===== src/rtl/cpu_pkg.sv =====
// Shared CPU definitions: memory-arbiter FSM encoding, port owner ids and
// default bus widths.
package cpu_pkg;

  localparam int AW_DEFAULT = 8;
  localparam int DW_DEFAULT = 8;

  localparam logic [1:0] IDLE  = 2'd0;
  localparam logic [1:0] ISSUE = 2'd1;
  localparam logic [1:0] WAIT  = 2'd2;
  localparam logic [1:0] RESP  = 2'd3;

  localparam logic OWNER_IF = 1'b0;
  localparam logic OWNER_D  = 1'b1;

  // Bits needed to hold values 0..n-1, never less than one.
  function automatic int cnt_width(input int n);
    return (n > 1) ? $clog2(n) : 1;
  endfunction

endpackage


===== src/rtl/mem_lat_counter.sv =====
// Loadable down-counter with a zero flag; times out the memory read latency
// while the arbiter sits in WAIT.
module mem_lat_counter #(
  parameter int W = 1
) (
  input  logic         clock,
  input  logic         reset,
  input  logic         load,
  input  logic [W-1:0] load_val,
  input  logic         dec,
  output logic         zero
);

  logic [W-1:0] cnt;

  // NOTE: sequential state uses non-blocking assignments so every flop samples pre-edge values.
  always_ff @(posedge clock or negedge reset) begin
    if (!reset) begin
      cnt <= '0;
    end else if (load) begin
      cnt <= load_val;
    end else if (dec && cnt != '0) begin
      cnt <= cnt - W'(1);
    end
  end

  assign zero = (cnt == '0);

endmodule


===== src/rtl/mem_port_arbiter.sv =====
// Arbitrates the single-port memory between fetch and data stages.
// Define ARB_FAIRNESS_EN to force a fetch grant after MAX_DATA_RUN data grants.
module mem_port_arbiter
  import cpu_pkg::*;
#(
  parameter int AW           = AW_DEFAULT,
  parameter int DW           = DW_DEFAULT,
  parameter int MEM_LAT      = 2,
  parameter int MAX_DATA_RUN = 3
) (
  input  logic          clock,
  input  logic          reset,
  input  logic          if_req,
  input  logic [AW-1:0] if_addr,
  output logic          if_gnt,
  output logic          if_valid,
  output logic [DW-1:0] if_rdata,
  input  logic          d_req,
  input  logic          d_we,
  input  logic [AW-1:0] d_addr,
  input  logic [DW-1:0] d_wdata,
  output logic          d_gnt,
  output logic          d_valid,
  output logic [DW-1:0] d_rdata,
  output logic          mem_re,
  output logic          mem_we,
  output logic [AW-1:0] mem_addr,
  output logic [DW-1:0] mem_wdata,
  input  logic [DW-1:0] mem_rdata,
  output logic          stall_if
);

  localparam int CW = cnt_width(MEM_LAT);

  if (MEM_LAT < 1 || MAX_DATA_RUN < 1) begin : g_param_check
    $error("mem_port_arbiter: MEM_LAT and MAX_DATA_RUN must be >= 1");
  end

  logic [1:0] state;
  logic       owner;
  logic       sample_en;
  logic       grant;
  logic       grant_d;
  logic       lat_zero;

`ifdef ARB_FAIRNESS_EN
  localparam int RW = cnt_width(MAX_DATA_RUN + 1);
  logic [RW-1:0] run;
`endif

  always_comb begin
    // NOTE: every always_comb output gets a default first, so no path can infer a latch.
    sample_en = (state == IDLE) || (state == RESP);
    grant_d   = d_req;
`ifdef ARB_FAIRNESS_EN
    // A long data run yields one slot to a waiting fetch.
    if (if_req && d_req && run == RW'(MAX_DATA_RUN)) grant_d = 1'b0;
`endif
    grant     = sample_en && (if_req || d_req);
  end

  always_ff @(posedge clock or negedge reset) begin
    if (!reset) begin
      state     <= IDLE;
      owner     <= OWNER_IF;
      mem_re    <= 1'b0;
      mem_we    <= 1'b0;
      mem_addr  <= '0;
      mem_wdata <= '0;
    end else begin
      mem_re <= 1'b0;
      mem_we <= 1'b0;
      case (state)
        IDLE, RESP: begin
          if (grant) begin
            state    <= ISSUE;
            owner    <= grant_d ? OWNER_D : OWNER_IF;
            mem_addr <= grant_d ? d_addr : if_addr;
            mem_re   <= !(grant_d && d_we);
            mem_we   <= grant_d && d_we;
            if (grant_d) mem_wdata <= d_wdata;
          end else begin
            state <= IDLE;
          end
        end
        // mem_we still reflects the strobe being issued this cycle.
        ISSUE:   state <= mem_we ? RESP : WAIT;
        WAIT:    if (lat_zero) state <= RESP;
        default: state <= IDLE;
      endcase
    end
  end

  // Read data is parked per requester and held until that requester's next load.
  always_ff @(posedge clock or negedge reset) begin
    if (!reset) begin
      if_rdata <= '0;
      d_rdata  <= '0;
    end else if (state == WAIT && lat_zero) begin
      if (owner == OWNER_D) d_rdata <= mem_rdata;
      else                  if_rdata <= mem_rdata;
    end
  end

`ifdef ARB_FAIRNESS_EN
  always_ff @(posedge clock or negedge reset) begin
    if (!reset) begin
      run <= '0;
    end else if (!if_req || (grant && !grant_d)) begin
      run <= '0;
    end else if (grant && run != RW'(MAX_DATA_RUN)) begin
      run <= run + RW'(1);
    end
  end
`endif

  mem_lat_counter #(.W(CW)) u_lat (
    .clock    (clock),
    .reset    (reset),
    .load     (state == ISSUE && mem_re),
    .load_val (CW'(MEM_LAT - 1)),
    .dec      (state == WAIT),
    .zero     (lat_zero)
  );

  assign if_gnt   = (state == ISSUE) && (owner == OWNER_IF);
  assign d_gnt    = (state == ISSUE) && (owner == OWNER_D);
  assign if_valid = (state == RESP)  && (owner == OWNER_IF);
  assign d_valid  = (state == RESP)  && (owner == OWNER_D);
  assign stall_if = if_req && !if_valid;

endmodule


===== config.mk =====
export PLATFORM = sky130hd
export DESIGN_NAME = mem_port_arbiter
export DESIGN_NICKNAME = d
export VERILOG_FILES = /design/src/rtl/cpu_pkg.sv /design/src/rtl/mem_lat_counter.sv /design/src/rtl/mem_port_arbiter.sv
export SDC_FILE = /design/constraint.sdc
export NUM_CORES = 1
export LEC_CHECK = 0
export CAP_MARGIN = 20
export CORE_MARGIN = 2
export CORE_UTILIZATION = 40
export CTS_BUF_LIST = sky130_fd_sc_hd__clkbuf_4 sky130_fd_sc_hd__clkbuf_8
export DETAILED_ROUTE_END_ITERATION = 7
export PLACE_DENSITY = 0.79
export SLEW_MARGIN = 0
export SYNTH_ARGS = -nofsm -noshare
export SYNTH_HDL_FRONTEND = slang
export SYNTH_SLANG_ARGS = --single-unit

===== constraint.sdc =====
create_clock -name clock -period 4.7 [get_ports clock]
set_input_delay 0.47 -clock clock [delete_from_list [all_inputs] [get_ports clock]]
set_output_delay 0.47 -clock clock [all_outputs]
set_load 0.01 [all_outputs]

==> results of run 1 <==
placed cells by master (no fill, tap or decap), drive strengths merged:
master / netlist / final
a221oi: 1 / 1
nand3: 1 / 1
mux2: 40 / 40
clkbuf: 0 / 6
and3: 1 / 1
inv: 4 / 4
bufinv: 0 / 1
nand2: 2 / 2
nor3b: 1 / 1
nand3b: 1 / 1
nor2b: 3 / 3
and2: 3 / 3
clkdlybuf4s50: 0 / 74
dfrtp: 38 / 38
a211oi: 2 / 2
ha: 3 / 3
buf: 2 / 1
a21boi: 1 / 1
o21a: 1 / 1
o21ai: 3 / 3
cell families (layout without fill, tap and decap cells):
kind of cell               count (synthesis)  in the layout  share of synthesized area
and+or+nand+nor                           12             12                     0.0560
muxes                                     40             40                      0.280
adders and majority gates                  3              3                     0.0233
AOI/OAI and AO/OA                          8              8                     0.0335
buffers and inverters                      6             86                     0.0156
DFF                                       38             38                      0.591
per-stage QoR:
stage          utilization  area [um2]  cells  power, mW  hold slack (ns)
2_1_floorplan            -        1610    107       1.01            0.174
3_3_place_gp         0.610        2410    230       1.42            0.486
3_5_place_dp         0.610        2410    230       1.45            0.491
4_1_cts              0.639        2520    237       1.73            0.314
5_1_grt              0.639        2520    237       1.81            0.356
6_report             0.639        2520    237       1.71            0.286
power by group through the flow:
stage                     clock network (mW)  registers (mW)  logic [mW]
final                                  0.276           0.596       0.838
after CTS                              0.282           0.599       0.852
after floorplan                            0           0.662       0.348
after global placement                     0           0.594       0.825
after global routing                   0.294           0.617       0.901
after detailed placement                   0           0.604       0.849
worst min path at each step:
stage | slack, ns | from | endpoint
2_1_floorplan | 0.17 | reset | d_rdata[0]$_DFFE_PN0P_
3_3_place_gp | 0.49 | d_rdata[0]$_DFFE_PN0P_ | d_rdata[0]$_DFFE_PN0P_
3_5_place_dp | 0.49 | mem_re$_DFF_PN0_ | u_lat.cnt$_DFFE_PN0P_
4_1_cts | 0.31 | reset | mem_wdata[4]$_DFFE_PN0P_
5_1_grt | 0.36 | reset | mem_wdata[2]$_DFFE_PN0P_
6_report | 0.29 | reset | mem_wdata[4]$_DFFE_PN0P_
per-layer routing:
layer	vias to the layer above	track usage	wire length, um
met5	-	0	0
met4	0	0.0536	23
met3	3	0.0533	284
met2	45	0.270	1720
met1	546	0.181	1370
li1	536	-	-
area by class of cell:
type                    instances  area, um2  share of cell area
flip-flops and latches         38        951               0.378
multi-input cells              63        632               0.251
clock inverters                 1       30.0              0.0119
well taps                      50       62.6              0.0248
clock buffers                   6       82.6              0.0328
repair buffers                 75        746               0.296
inverters                       4       15.0             0.00596
sequential cells by signal (all words and copies together), names as in the netlist:
| signal | count |
|---|---|
| u_lat.cnt | 1 |
| state | 2 |
| mem_we | 1 |
| mem_wdata | 8 |
| owner | 1 |
| if_rdata | 8 |
| d_rdata | 8 |
| mem_addr | 8 |
| mem_re | 1 |
==> metrics.txt, run 1 <==
Die X-Extent 67.4 um; Synth area leader dfrtp_1; Final Hold Viols 0; Worst slew margin 0.446; first-pass GRT wire length 5.21 mm; crit path cell chain ha_1 > nor2b_1 > nor2b_1 > clkdlybuf4s50_1; # DRC 0; Max Freq 459 MHz; flops & latches, synth 38; Layout area overhead 56.7%; minimum clock period 2.18 ns; worst-case reg-to-reg path depth 4; core area 3940 um2; port bufs 75; PD cells 679 nW/um2; Vias 1130; Initial DRT Pass Iterations 3; row cnt 23; vias per inst 4.77; slowest stage delay, CP 0.54 ns; crit end category output port; Initial Utilization 0.408; most frequent cell after synthesis mux2_2; most frequent CP cell nor2b_1; Critical Path Fanout Max 3; # IOs 76; register share of total power 0.349; worst skew pair latency 0.28 ns; Root Driver clkbuf_8; clock skew 0.00286 ns; RSZ-0062 raised after global routing false; H-tree levels 2; # diodes 0; ranking of synthesized cells by area dfrtp_1, mux2_2, ha_1; r2r startpoint state[0]$_DFFE_PN0P_; outcome completed; Routed WL 3.41 mm; global route total overflow 0; CP arrival 1.71 ns; Clock Power Share 0.161; post-route ant nets 0; CP startpoint state[0]$_DFFE_PN0P_; routability congestion estimate 0.703; filler instances 288; Synth Instances 107; mapped cell area 1610 um2; Critical-path top delay cell clkdlybuf4s50_1; Die Y 67.4 um; HPWL Detailed 2.64 mm; CTS tree yes; Ys Warns 0; Worst Setup Path Type flop to output port; CTS Sinks 38; sequential fraction of the synthesis area 0.591; antenna violations before repair 0; switching pwr 0.520 mW; maximum VDD drop 345 uV; Top Family by Delay on Critical Path buffers and inverters; Mean Syn Cell Area 15.0 um2; post_cts resized 0; crit path buf inv count 1; Max clock buf depth 2; final setup margin 2.52 ns; reg-to-reg endpoint if_rdata[6]$_DFFE_PN0P_; Net Count, Synth 147; Switching Fraction 0.304; Gate power share 0.490; Setup WS pre-CTS 2.45 ns; overall routing resource usage 0.156; largest net degree at the start of global routing 39; Avg WL per Cell 14.4 um; Tcrit/Tclk final 0.464; end of the critical path stall_if; Worst path depth 4; Final nets 227; Synth top area share 0.591; die area 4540 um2; Max Cap Viol 0; commonest cells in the netlist mux2_2, dfrtp_1, inv_1; static leakage 1.05 nW; Slew Limit Fails 0; violation count after the first detailed-routing iteration 24; Worst Tran Pin Value 0.831 ns; hold_buf cts 0; Worst setup SP type flop; Cell variety after synth 19; Worst Path Required 4.23 ns; number of synthesized flops with an enable pin 0; Top FF cell, synth dfrtp_1; share of cells above drive strength 1 0.278; ys async rst share 1.00; Int Pwr 1.19 mW; Worst-path clk slew 0.07 ns; flop-to-flop setup slack 2.93 ns; postcts setup bufs 0; vias in the first global route 1160; Hold Crit Class input pin to asynchronous set/reset pin; final setup vio count 0; CTS Buf Count 5; setup_tns 0 ns
Note: power is estimated with default switching activity, not from simulation.
==> inputs of run 2 (changes only) <==
Settings changed: CORE_UTILIZATION 40 to 38, PLACE_DENSITY 0.79 to 0.78.
Clock period 4.7 ns to 1.9 ns, I/O delays scaled along.
==> run 2 against run 1 <==
Against the previous run: setup slack worse by 2.4 ns; routed wire length up 8.6%; sequential power rose to 2.5 times the previous value; count of clock-buffer cells in the layout unchanged; largest power group unchanged; highest routed layer unchanged.
==> metrics.txt, run 2 (synthesis gave the netlist of run 1 again) <==
Worst Setup Path Type flop to output port; H-tree levels 2; outcome completed; minimum clock period 1.82 ns; RSZ-0062 raised after global routing false; Die X-Extent 69.0 um; Worst Path Required 1.71 ns; die area 4770 um2; violation count after the first detailed-routing iteration 26; r2r startpoint state[1]$_DFFE_PN0P_; Layout area overhead 60.5%; DP Area 2420 um2; most common library cell in the layout ignoring fill and taps clkdlybuf4s50_1; post-route ant nets 0; global route total overflow 0; Tcrit/Tclk final 0.957; crit path buf inv count 2; Routed WL 3.70 mm; row cnt 23; CTS Buf Count 5; CTS tree yes; Initial DRT Pass Iterations 2; PD cells 1720 nW/um2; Critical Path Fanout Max 4; clock skew 0.00918 ns; most frequent cells in the layout clkdlybuf4s50_1, mux2_2, dfrtp_1; overall routing resource usage 0.164; crit end category output port; port bufs 75; Top Family by Delay on Critical Path buffers and inverters; Die Y 69.0 um; routability congestion estimate 0.792; Initial Utilization 0.399; core area 4030 um2; Hold Crit Class input pin to asynchronous set/reset pin; Final Hold Viols 0; Worst-path clk slew 0.08 ns; Setup WS pre-CTS 0.186 ns; largest net degree at the start of global routing 39; HPWL Detailed 2.87 mm; Worst Tran Pin Value 0.833 ns; antenna violations before repair 0; vias per inst 4.86; # IOs 76; setup_tns 0 ns; # diodes 0; hold_buf cts 0; slowest stage delay, CP 0.52 ns; first-pass GRT wire length 6.13 mm; final setup vio count 0; Max Cap Viol 0; Avg WL per Cell 15.3 um; Worst slew margin 0.445; final setup margin 0.0811 ns; Slew Limit Fails 0; Final nets 231; Vias 1176; vias in the first global route 1288; CTS Sinks 38; # DRC 0; Critical-path top delay cell clkdlybuf4s50_1; filler instances 317; Max Freq 550 MHz; Max clock buf depth 2; crit path cell chain inv_1 > ha_1 > and2_1 > clkdlybuf4s50_1; static leakage 1.10 nW; CP arrival 1.63 ns; share of cells above drive strength 1 0.302; Root Driver clkbuf_8; Worst setup SP type flop; final instance area 2580 um2; CP startpoint state[1]$_DFFE_PN0P_; maximum VDD drop 818 uV; worst skew pair latency 0.29 ns
-- run 2: worst paths after layout --
| kind | to | cells past startpoint | slack, ns |
|---|---|---|---|
| min reg2reg | u_lat.cnt$_DFFE_PN0P_ | 2 | 0.51 |
| max reg2reg | mem_addr[6]$_DFFE_PN0P_ | 4 | 0.19 |
| max | d_gnt | 4 | 0.08 |
| max in group asynchronous | if_rdata[5]$_DFFE_PN0P_ | 1 | 1.38 |
| min | mem_addr[6]$_DFFE_PN0P_ | 1 | 0.003 |
| min in group clock | u_lat.cnt$_DFFE_PN0P_ | 2 | 0.51 |
-- run 2: worst reg2reg max path, delay by kind of cell, from the launching register on --
kind / cells / cell delay, ns
muxes: 1 / 0.36
AOI/OAI and AO/OA: 1 / 0.30
adders and majority gates: 1 / 0.36
DFF: 1 / 0.41
buffers and inverters: 1 / 0.15
-- run 2: stage by stage --
stage	util	power, mW	instances	hold slack, ns
final	0.641	4.43	242	0.00339
after global routing	0.641	4.68	242	0.0566
after CTS	0.640	4.49	242	0.0197
after detailed placement	0.601	3.61	232	0.338
after global placement	0.601	3.53	232	0.321
after floorplan	-	2.50	107	-0.106
-- run 2: power by group --
part	total, mW	switching, mW	internal, mW	leakage, nW
logic	2.11	0.778	1.33	0.578
registers	1.49	0.257	1.23	0.450
clock network	0.837	0.277	0.560	0.0714
total	4.43	1.31	3.12	1.10
-- run 2: timing repair --
item,CTS,global route
endpoints found under the setup margin,1,4
resized for setup,1,2
buffers inserted,2,0
-- run 2: final cells by class --
type,count,area [um2],share of cell area
Inverter,4,15.0,0.00582
Multi-Input combinational cell,63,633,0.245
Timing Repair Buffer,79,777,0.301
Sequential cell,38,951,0.368
Tap cell,50,62.6,0.0242
Clock buffer,6,82.6,0.0320
Clock inverter,2,60.1,0.0233
-- run 2: layer usage --
layer / part of all wire / GRT usage / wire length, um
met5: 0 / 0 / 0
met4: 0.024 / 0.0763 / 88
met3: 0.056 / 0.0614 / 206
met2: 0.54 / 0.281 / 2010
met1: 0.38 / 0.179 / 1390
